--- src/rtl/pipeline_ctrl.sv ---
// pipeline_ctrl -- hazard and stall controller for the 5-stage core.
//
// Drives a CTRL_Wire_Bus command (00 Default, 01 Block, 10 Bubble) into the
// PC register and the IF_ID / ID_EX / EX_MEM / MEM_WB pipeline registers.
// Priority in RUN: data-memory wait, EX redirect, load-use, fetch wait.
// DROP tracks a wrong-path fetch that is still outstanding after a redirect.
//
// Optional feature macro: PIPE_CTRL_PERF_EN enables the 64-bit stall/flush
// performance counters; when undefined both counter ports are tied to 0.
//
// Parameters:
//   MEM_TIMEOUT    consecutive mem_wait_i cycles that set mem_timeout_o (1..65535)
// Ports:
//   clk, rst                        clock (rising edge), async active-high reset
//   id_rs1_addr_i, id_rs2_addr_i    ID source registers
//   id_rs1_used_i, id_rs2_used_i    ID instruction reads rs1 / rs2
//   ex_rd_addr_i, ex_wreg_i         EX destination register and write enable
//   ex_is_load_i                    EX instruction is a load
//   ex_redirect_i                   taken branch/jump in EX
//   if_wait_i, mem_wait_i           fetch / data-memory access not complete
//   pc_ctrl_o .. mem_wb_ctrl_o      CTRL_Wire_Bus commands (combinational)
//   mem_timeout_o                   sticky memory-timeout flag
//   stall_cnt_o, flush_cnt_o        performance counters
module pipeline_ctrl #(
  parameter int unsigned MEM_TIMEOUT = 256
) (
  input  logic        clk,
  input  logic        rst,
  input  logic [4:0]  id_rs1_addr_i,
  input  logic [4:0]  id_rs2_addr_i,
  input  logic        id_rs1_used_i,
  input  logic        id_rs2_used_i,
  input  logic [4:0]  ex_rd_addr_i,
  input  logic        ex_wreg_i,
  input  logic        ex_is_load_i,
  input  logic        ex_redirect_i,
  input  logic        if_wait_i,
  input  logic        mem_wait_i,
  output logic [1:0]  pc_ctrl_o,
  output logic [1:0]  if_id_ctrl_o,
  output logic [1:0]  id_ex_ctrl_o,
  output logic [1:0]  ex_mem_ctrl_o,
  output logic [1:0]  mem_wb_ctrl_o,
  output logic        mem_timeout_o,
  output logic [63:0] stall_cnt_o,
  output logic [63:0] flush_cnt_o
);

  localparam logic [1:0]  CTRL_STATE_Default = 2'b00;
  localparam logic [1:0]  CTRL_STATE_Block   = 2'b01;
  localparam logic [1:0]  CTRL_STATE_Bubble  = 2'b10;
  localparam logic [15:0] TIMEOUT_CNT        = 16'(MEM_TIMEOUT);

  typedef enum logic {ST_RUN, ST_DROP} state_e;

  state_e      r_state;
  state_e      w_state_next;
  logic [15:0] r_wait_cnt;
  logic [15:0] w_wait_inc;
  logic        r_timeout;
  logic        w_lu;

  assign w_lu = ex_is_load_i & ex_wreg_i & (ex_rd_addr_i != 5'd0) &
                ((id_rs1_used_i & (id_rs1_addr_i == ex_rd_addr_i)) |
                 (id_rs2_used_i & (id_rs2_addr_i == ex_rd_addr_i)));

  always_comb begin
    pc_ctrl_o     = CTRL_STATE_Default;
    if_id_ctrl_o  = CTRL_STATE_Default;
    id_ex_ctrl_o  = CTRL_STATE_Default;
    ex_mem_ctrl_o = CTRL_STATE_Default;
    mem_wb_ctrl_o = CTRL_STATE_Default;
    w_state_next  = r_state;
    if (rst) begin
      pc_ctrl_o     = CTRL_STATE_Block;
      if_id_ctrl_o  = CTRL_STATE_Bubble;
      id_ex_ctrl_o  = CTRL_STATE_Bubble;
      ex_mem_ctrl_o = CTRL_STATE_Bubble;
      mem_wb_ctrl_o = CTRL_STATE_Bubble;
      w_state_next  = ST_RUN;
    end else begin
      unique case (r_state)
        ST_RUN: begin
          if (mem_wait_i) begin
            // Redirect is held off here; EX keeps ex_redirect_i asserted.
            pc_ctrl_o     = CTRL_STATE_Block;
            if_id_ctrl_o  = CTRL_STATE_Block;
            id_ex_ctrl_o  = CTRL_STATE_Block;
            ex_mem_ctrl_o = CTRL_STATE_Block;
            mem_wb_ctrl_o = CTRL_STATE_Bubble;
          end else if (ex_redirect_i) begin
            if_id_ctrl_o  = CTRL_STATE_Bubble;
            id_ex_ctrl_o  = CTRL_STATE_Bubble;
            if (if_wait_i) w_state_next = ST_DROP;
          end else if (w_lu) begin
            pc_ctrl_o     = CTRL_STATE_Block;
            if_id_ctrl_o  = CTRL_STATE_Block;
            id_ex_ctrl_o  = CTRL_STATE_Bubble;
          end else if (if_wait_i) begin
            pc_ctrl_o     = CTRL_STATE_Block;
            if_id_ctrl_o  = CTRL_STATE_Bubble;
          end
        end
        ST_DROP: begin
          // The stale fetch is bubbled on every cycle, including its return.
          pc_ctrl_o    = CTRL_STATE_Block;
          if_id_ctrl_o = CTRL_STATE_Bubble;
          if (mem_wait_i) begin
            id_ex_ctrl_o  = CTRL_STATE_Block;
            ex_mem_ctrl_o = CTRL_STATE_Block;
            mem_wb_ctrl_o = CTRL_STATE_Bubble;
          end
          if (!if_wait_i) w_state_next = ST_RUN;
        end
        default: w_state_next = ST_RUN;
      endcase
    end
  end

  always_ff @(posedge clk or posedge rst) begin
    if (rst) r_state <= ST_RUN;
    else     r_state <= w_state_next;
  end

  assign w_wait_inc = (r_wait_cnt == '1) ? r_wait_cnt : r_wait_cnt + 16'd1;

  always_ff @(posedge clk or posedge rst) begin
    if (rst) begin
      r_wait_cnt <= '0;
      r_timeout  <= 1'b0;
    end else begin
      r_wait_cnt <= mem_wait_i ? w_wait_inc : '0;
      if (mem_wait_i && (w_wait_inc == TIMEOUT_CNT)) r_timeout <= 1'b1;
    end
  end

  assign mem_timeout_o = r_timeout;

`ifdef PIPE_CTRL_PERF_EN
  logic [63:0] r_stall_cnt;
  logic [63:0] r_flush_cnt;
  logic        w_flush;

  assign w_flush = (r_state == ST_RUN) & ~mem_wait_i & ex_redirect_i;

  always_ff @(posedge clk or posedge rst) begin
    if (rst) begin
      r_stall_cnt <= '0;
      r_flush_cnt <= '0;
    end else begin
      if (pc_ctrl_o == CTRL_STATE_Block) r_stall_cnt <= r_stall_cnt + 64'd1;
      if (w_flush)                       r_flush_cnt <= r_flush_cnt + 64'd1;
    end
  end

  assign stall_cnt_o = r_stall_cnt;
  assign flush_cnt_o = r_flush_cnt;
`else
  assign stall_cnt_o = '0;
  assign flush_cnt_o = '0;
`endif

endmodule

--- config.mk ---
export PLATFORM = sky130hd
export DESIGN_NAME = pipeline_ctrl
export DESIGN_NICKNAME = d
export VERILOG_FILES = /design/src/rtl/pipeline_ctrl.sv
export SDC_FILE = /design/constraint.sdc
export NUM_CORES = 1
export LEC_CHECK = 0
export BUFFER_PORTS_ARGS = -buffer_cell sky130_fd_sc_hd__buf_2
export CORE_MARGIN = 5
export CORE_UTILIZATION = 35
export DETAILED_ROUTE_END_ITERATION = 12
export HOLD_SLACK_MARGIN = 0.08
export PLACE_DENSITY_LB_ADDON = 0.08
export SLEW_MARGIN = 25
export SYNTH_ARGS = -nofsm -noshare
export SYNTH_HDL_FRONTEND = slang
export SYNTH_SLANG_ARGS = --single-unit
--- constraint.sdc ---
create_clock -name clk -period 3.9 [get_ports clk]
set_clock_uncertainty 0.2 [all_clocks]
set_input_delay 0.78 -clock clk [delete_from_list [all_inputs] [get_ports clk]]
set_output_delay 0.78 -clock clk [all_outputs]
set_load 0.02 [all_outputs]
* Word level (Yosys, flattened, before mapping)
Index checks and enable logic that the tools add are counted.
Widths: inputs -> output; s select.
** Cells by class
- Equal/unequal tests :: 4
- Multiplexer cells :: 28
- Add/sub/neg operators :: 1
- Bitwise gates (word level) :: 7
- Reduce and logical (&&, ||, !) cells :: 2
** Operators with widths (count)
- $mux 16 :: 2
- $mux 2 :: 13
- $add 16x1->16 const B :: 1
- $eq 16x16->1 const B :: 1
- $eq 16x9->1 const B :: 1
- $pmux 2 s2 :: 3
- $eq 5x5->1 :: 2
- $mux 1 :: 9
- $and 1x1->1 :: 5
- $reduce_bool 5->1 :: 1
- $pmux 1 s2 :: 1
- $logic_and 1x1->1 :: 1
- $not 1->1 :: 1
- $or 1x1->1 :: 1
** Word-level totals
- Flip-flop bits (word level) :: 18
- Output and inout port bits :: 139

* Logic depth before layout (Yosys ltp)
Gate-level depths: netlist of the first run.
- Depth after elaboration :: 9
- Gate-level depth with buffers :: 8
- Depth with buffers taken out :: 7

* Least setup slack after synthesis of the first run
No wires, ideal clock.
- Path type :: input-to-output
- From :: input port ex_rd_addr_i[1]
- To :: output port if_id_ctrl_o[1]
- Slack :: 0.745 ns
- Stages :: 5
- Arrival :: 2.175 ns
- Path through :: or4_1 -> o211ai_1 -> a21oi_1 -> o21a_1 -> o21ai_0
** Between the ends
- Longest elaborated chain between the ends :: 9
- Elaborated cells on any way between the ends :: 13
** RTL lines
- from (decl) :: line 33 : input logic [4:0] ex_rd_addr_i,
- $eq 5x5->1 (on tied branches) :: line 64, 65
- $and 1x1->1 (on tied branches) :: line 64, 65
- $or 1x1->1 :: line 64 : ((id_rs1_used_i & (id_rs1_addr_i == ex_rd_addr_i)) |
- $and 1x1->1 (*) :: line 63 : assign w_lu = ex_is_load_i & ex_wreg_i & (ex_rd_addr_i != 5'd0) &
- $mux 2 (*) :: line 95 : end else if (w_lu) begin
- $mux 2 (*) :: line 91 : end else if (ex_redirect_i) begin
- $mux 2 (*) :: line 84 : if (mem_wait_i) begin
- $pmux 2 s2 (*) :: line 82 : unique case (r_state)
- $mux 2 (*) :: line 74 : if (rst) begin
- to (decl) :: line 40 : output logic [1:0] if_id_ctrl_o,
Mark *: on every way between the ends. The rest lies on a longest branch, timed or not.

* Worst setup path after layout of the first run
- From :: input port ex_rd_addr_i[0]
- To :: output port id_ex_ctrl_o[1]
** Between the ends
- Longest elaborated chain between the ends :: 9
- Elaborated cells on any way between the ends :: 13
** RTL lines
- $eq 5x5->1 (on tied branches) :: line 64, 65
- $and 1x1->1 (on tied branches) :: line 64, 65
- $or 1x1->1 :: line 64
- $and 1x1->1 (*) :: line 63
- $mux 2 (*) :: line 95
- $mux 2 (*) :: line 91
- $mux 2 (*) :: line 84
- $pmux 2 s2 (*) :: line 82
- $mux 2 (*) :: line 74
- to (decl) :: line 41 : output logic [1:0] id_ex_ctrl_o,
Marks and branches as above.

==> results of run 1 <==
## through the flow
stage               utilization  power [mW]  cells  hold slack [ns]
finish                    0.330       0.522    390            0.292
global route              0.330       0.553    390            0.341
CTS                       0.330       0.527    390            0.301
detailed placement        0.321       0.367    386            0.283
global placement          0.321       0.368    386            0.254
floorplan                     -       0.439    412            0.324
## synthesized netlist by cell type (2+ instances only)
cell	number
buf_4	132
dfrtp_1	18
nor2_1	17
xor2_1	14
nand2_1	11
nand3_1	10
a21oi_1	7
xnor2_1	7
and3_1	6
inv_1	5
nand4_1	5
o21ai_0	5
clkbuf_1	3
nor3_1	3
o31ai_1	3
a31oi_1	2
and4_1	2
buf_2	2
mux2i_1	2
nand2b_1	2
nand3_4	2
nor3b_1	2
nor4_1	2
o2111ai_1	2
o211ai_1	2
o21a_1	2
## final cells by class
cell class                 instances  share of cell area
multi-input combinational        251               0.621
sequential                        18               0.214
timing repair buffer              34              0.0831
tap                               77              0.0457
clock buffer                       4              0.0261
inverter                           6              0.0107
## flip-flops by register name, summed over array words and instances (netlist names)
name and count:
mem_timeout_o 1, r_state 1, r_wait_cnt 16
## power breakdown
| part | internal, mW | total, mW | switching, mW |
|---|---|---|---|
| logic | 0.0257 | 0.174 | 0.148 |
| registers | 0.189 | 0.193 | 0.00348 |
| clock network | 0.0898 | 0.156 | 0.0661 |
| total | 0.305 | 0.522 | 0.218 |
## cell families (layout without fill, tap and decap cells)
group                      after synthesis  after routing  synth area share
xor gates and xnor gates                21             21            0.0797
other                                    1            130           0.00162
and+or+nand+nor                         70             70             0.183
AOI/OAI and AO/OA                       26             26            0.0737
DFF                                     18             18             0.195
buffers and inverters                  143             44             0.448
adders and majority gates                1              1           0.00542
muxes                                    3              3            0.0136
## path summary, 6_finish.rpt
kind,cells after the start,endpoint,from,slack (ns)
min,2,mem_timeout_o,mem_timeout_o,0.29
max reg2reg,7,r_wait_cnt[5],r_wait_cnt[0],1.48
min reg2reg,2,mem_timeout_o,mem_timeout_o,0.29
max,8,id_ex_ctrl_o[1],ex_rd_addr_i[0],0.61
max in group asynchronous,3,r_wait_cnt[5],rst,2.89
min in group asynchronous,3,r_state,rst,0.39
## cell usage in the layout, fill, tap and decap left out, drive strengths merged, types with 3 or more instances in the layout
| cell type | synthesis | routed |
|---|---|---|
| nand4 | 5 | 5 |
| xor2 | 14 | 14 |
| o21ai | 5 | 5 |
| o31ai | 4 | 4 |
| nor2 | 18 | 18 |
| nor4 | 3 | 3 |
| a21oi | 7 | 7 |
| nand3 | 12 | 12 |
| clkbuf | 3 | 4 |
| conb | 1 | 130 |
| nor3 | 4 | 4 |
| and3 | 6 | 6 |
| nand2 | 11 | 11 |
| inv | 5 | 5 |
| buf | 134 | 34 |
| dfrtp | 18 | 18 |
| xnor2 | 7 | 7 |
## routing by layer
metal  wire length [µm]  vias to the layer above
li1                   -                      734
met5                  0                        -
met2               2120                       94
met1               1600                      679
met3                593                        0
met4                  0                        0
## critical path: cells and delay by family
family	cells	cell delay, ns
compound gates	2	0.50
xor+xnor	1	0.16
buf+inv	2	0.33
simple gates	3	0.54
==> out/summary.txt, run 1 <==
Status: completed
Most frequent CP cell: buf_2
Critical path class: in2out
Max Root-Sink Buffers: 2
Num CTS Buffers: 3
Total Wirelength: 4310 µm
CP max-delay cell: nor4_1
Vias in the first global route: 1357
Critical path cell sequence: buf_2, xor2_1, nor4_1, nand3_1, a21oi_1, nor2_1, o31ai_1, buf_2
Met2 usage: 0.166
Initial antenna violation count: 0
Die W: 91.2 µm
Slew Limit Fails: 0
Multi-input gate area: 1310 µm²
Ys Warns: 0
Antenna Cells: 0
Hold-fix buffers, CTS: 0
IR Drop Worst-Case VDD: 0.161 mV
Post-synthesis async set-or-reset flop share: 1.00
Met3 Usage GRT: 0.0364
Arrival @ worst endpoint: 2.31 ns
Grt met1 use: 0.106
Period minus WS final: 3.29 ns
Maximum Capacitance Violations: 0
Dpl ws: 0.582 ns
Initial DRC Count: 48
Crit-path max cell delay: 0.35 ns
Clk_lat worst skew: 0.26 ns
Largest net degree at the start of global routing: 21
Reg clk slew, reported paths: 0.07 ns
Synth top area cells: buf_4, dfrtp_1, xor2_1, nor2_1, xnor2_1
Fill cell count: 700
Via count: 1507
LEAKAGE: 1.10 nW
Top cell type's share of synthesized area: 0.429
Buffers on Ports: 32
Cell variety after synth: 41
Drt wl/cell: 11.1 µm
Global-route wire length before repair: 6530 µm
Final setup TNS: 0 ns
Prevailing post-synth register cell: dfrtp_1
Slack of the critical path: 0.612 ns
Post-CTS sizing: 0
Initial Util: 0.361
GR peak layer: met2
Number of setup buffers added after CTS: 0
Post-synth top area cell: buf_4
Design Area, Final: 2110 µm²
Post-synth EDFFs: 0
Setup crit end kind: output pin
Pwr dens: 248 nW/µm²
Final setup fails: 0
Drt drc: 0
Layout cells sized above 1: 0.150
Root buf cell: clkbuf_8
All-Layer GR Usage: 0.0913
DR vias/cell: 3.86
Num Clock Sinks: 18
Routability congestion estimate from global placement: 0.745
Ports: 163
CP Data Required Time: 2.92 ns
Die area: 8320 µm²
Startpoint Class: input pin
Die height: 91.2 µm
Final global-route overflow total: 0
Period utilization: 0.843
Final ANT Viol Nets: 0
CORE AREA: 6390 µm²
Sequential fraction of the synthesis area: 0.195
Area post-placement: 2050 µm²
Max Freq: 304 MHz
Crit-path max FO: 4
Gate Count Post-Synth: 283
Netlist Area Pre-Place: 2310 µm²
Pre-antenna DRT Iters: 4
Syn avg cell area: 8.16 µm²
Row count: 29
H-tree level count: 1
Post-layout nets: 339
Final Hold Viols: 0
Reg area: 450 µm²
Area delta synth->final: -8.73%
CTS tree: done
Register bit count reported by yosys: 18
Hold Path Class: reg2reg
RSZ-0062 raised after global routing: no
DP Wirelength: 3550 µm
Power figures use the tool's default switching activity.
==> run 2: changes to the inputs <==
==> constraint.sdc (replaced) <==
create_clock -name clk -period 3.3 [get_ports clk]
set_clock_uncertainty 0.2 [all_clocks]
set_input_delay 0.66 -clock clk [delete_from_list [all_inputs] [get_ports clk]]
set_output_delay 0.66 -clock clk [all_outputs]
set_load 0.02 [all_outputs]
==> out/summary.txt, run 2 (synthesis results as in run 1) <==
Clk_lat worst skew: 0.26 ns (about the same)
CTS tree: done (unchanged)
Period minus WS final: 3.01 ns
Initial antenna violation count: 0 (unchanged)
Final ANT Viol Nets: 0 (unchanged)
Maximum Capacitance Violations: 0 (unchanged)
Most flop-heavy register: r_wait_cnt (unchanged)
Worst R2R Path Depth: 7 (unchanged)
Drt drc: 0 (unchanged)
Post-layout nets: 339 (unchanged)
Setup crit end kind: output pin (unchanged)
Final Hold Viols: 0 (unchanged)
Max reg flops: 16 (unchanged)
Hold-fix buffers, CTS: 0 (unchanged)
Pre-antenna DRT Iters: 4 (unchanged)
CP Data Required Time: 2.44 ns (was 2.92 ns)
Post-CTS sizing: 0 (unchanged)
Total Wirelength: 4340 µm (was 4310 µm)
Slew Limit Fails: 0 (unchanged)
Crit path depth: 8 (unchanged)
Final setup fails: 0 (unchanged)
Startpoint Class: input pin (unchanged)
Num Clock Sinks: 18 (unchanged)
Initial DRC Count: 43 (was 48)
Period utilization: 0.913
CORE AREA: 6390 µm² (unchanged)
Hold Path Class: reg2reg (unchanged)
Commonest non-fill, non-tap cell in the layout: conb_1 (unchanged)
Final setup TNS: 0 ns (unchanged)
Row count: 29 (unchanged)
Crit-path max FO: 4 (unchanged)
Max Root-Sink Buffers: 2 (unchanged)
Die height: 91.2 µm (unchanged)
Ports: 163 (unchanged)
Overall power: 620 µW (was 522 µW)
Largest net degree at the start of global routing: 20 (was 21)
Most frequent cells in the layout: conb_1, buf_2, dfrtp_1 (unchanged)
Global-route wire length before repair: 6810 µm (was 6530 µm)
Arrival @ worst endpoint: 2.15 ns (was 2.31 ns)
Antenna Cells: 0 (unchanged)
Number of setup buffers added after CTS: 0 (unchanged)
IR Drop Worst-Case VDD: 0.113 mV (was 0.161 mV)
Design Area, Final: 2110 µm² (unchanged)
Root buf cell: clkbuf_8 (unchanged)
DP Wirelength: 3550 µm (about the same)
DR vias/cell: 3.85 (was 3.86)
Critical path cell sequence: buf_2, xor2_1, nor4_1, nand3_1, a21oi_1, nor2_1, o31ai_1, buf_2 (unchanged)
Hold Path Cell Cnt: 2 (unchanged)
Crit-path max cell delay: 0.33 ns (was 0.35 ns)
Layout cells sized above 1: 0.150 (unchanged)
Area delta synth->final: -8.73% (unchanged)
Final global-route overflow total: 0 (unchanged)
CP max-delay cell: nor4_1 (unchanged)
All-Layer GR Usage: 0.0950 (was 0.0913)
Reg clk slew, reported paths: 0.08 ns (was 0.07 ns)
Die W: 91.2 µm (unchanged)
Critical path class: in2out (unchanged)
Drt wl/cell: 11.1 µm (about the same)
Top delay family on crit path: simple AND/OR/NAND/NOR gates (unchanged)
H-tree level count: 1 (unchanged)
RSZ-0062 raised after global routing: no (unchanged)
Via count: 1501 (was 1507)
Status: completed (unchanged)
Area post-placement: 2050 µm² (unchanged)
Most frequent CP cell: buf_2 (unchanged)
Vias in the first global route: 1367 (was 1357)
Pwr dens: 294 nW/µm² (was 248 nW/µm²)
Routability congestion estimate from global placement: 0.757 (was 0.745)
Die area: 8320 µm² (unchanged)
Initial Util: 0.361 (unchanged)
Dpl ws: 0.273 ns (was 0.582 ns)
Slack of the critical path: 0.288 ns (was 0.612 ns)
Buffers on Ports: 32 (unchanged)
Num CTS Buffers: 3 (unchanged)
Max Freq: 332 MHz
Hold_ws: 0.276 ns (was 0.292 ns)
CP Buf/Inv Count: 2 (unchanged)
LEAKAGE: 1.10 nW (unchanged)
## run 2: cell counts in the layout (fill, tap and decap cells not counted)
Identical to the previous run, type by type.
## run 2: where the power goes
group          total, mW  switching (mW)  internal, mW
clock network      0.186          0.0796         0.106
registers          0.228         0.00409         0.224
logic              0.206           0.176        0.0304
## run 2: per-layer routing
metal,vias up,GRT usage,share of wire
met5,-,0,0
met4,0,0.0183,0.0053
met3,4,0.0281,0.12
met2,92,0.166,0.48
met1,671,0.116,0.39
li1,734,-,-
## run 2: area by class of cell
cell class	count	area [µm²]
Tap cell	77	96.3
Timing Repair Buffer	34	175
Multi-Input combinational cell	251	1310
Fill cell	691	4280
Sequential cell	18	450
Inverter	6	22.5
Clock buffer	4	55.1
## run 2: path summary, 6_finish.rpt
path | start | end | slack [ns]
setup / recovery | ex_rd_addr_i[0] | id_ex_ctrl_o[1] | 0.29
hold / removal | mem_timeout_o | mem_timeout_o | 0.28
setup reg to reg | r_wait_cnt[0] | r_wait_cnt[5] | 0.87
hold reg to reg | mem_timeout_o | mem_timeout_o | 0.28
max in group asynchronous | rst | r_wait_cnt[4] | 2.38
min in group asynchronous | rst | mem_timeout_o | 0.30
## run 2: metrics by stage
stage	cells	util
5_1_grt	390	0.330
3_5_place_dp	386	0.321
3_3_place_gp	386	0.321
6_report	390	0.330
4_1_cts	390	0.330
2_1_floorplan	412	-
## run 2: worst reg2reg max path, delay by kind of cell (launching register included)
kind	cells	cell delay (ns)
adder cells (fa/ha/maj)	1	0.26
flip-flops	1	0.40
XOR/XNOR	1	0.14
AND/OR/NAND/NOR	5	1.34
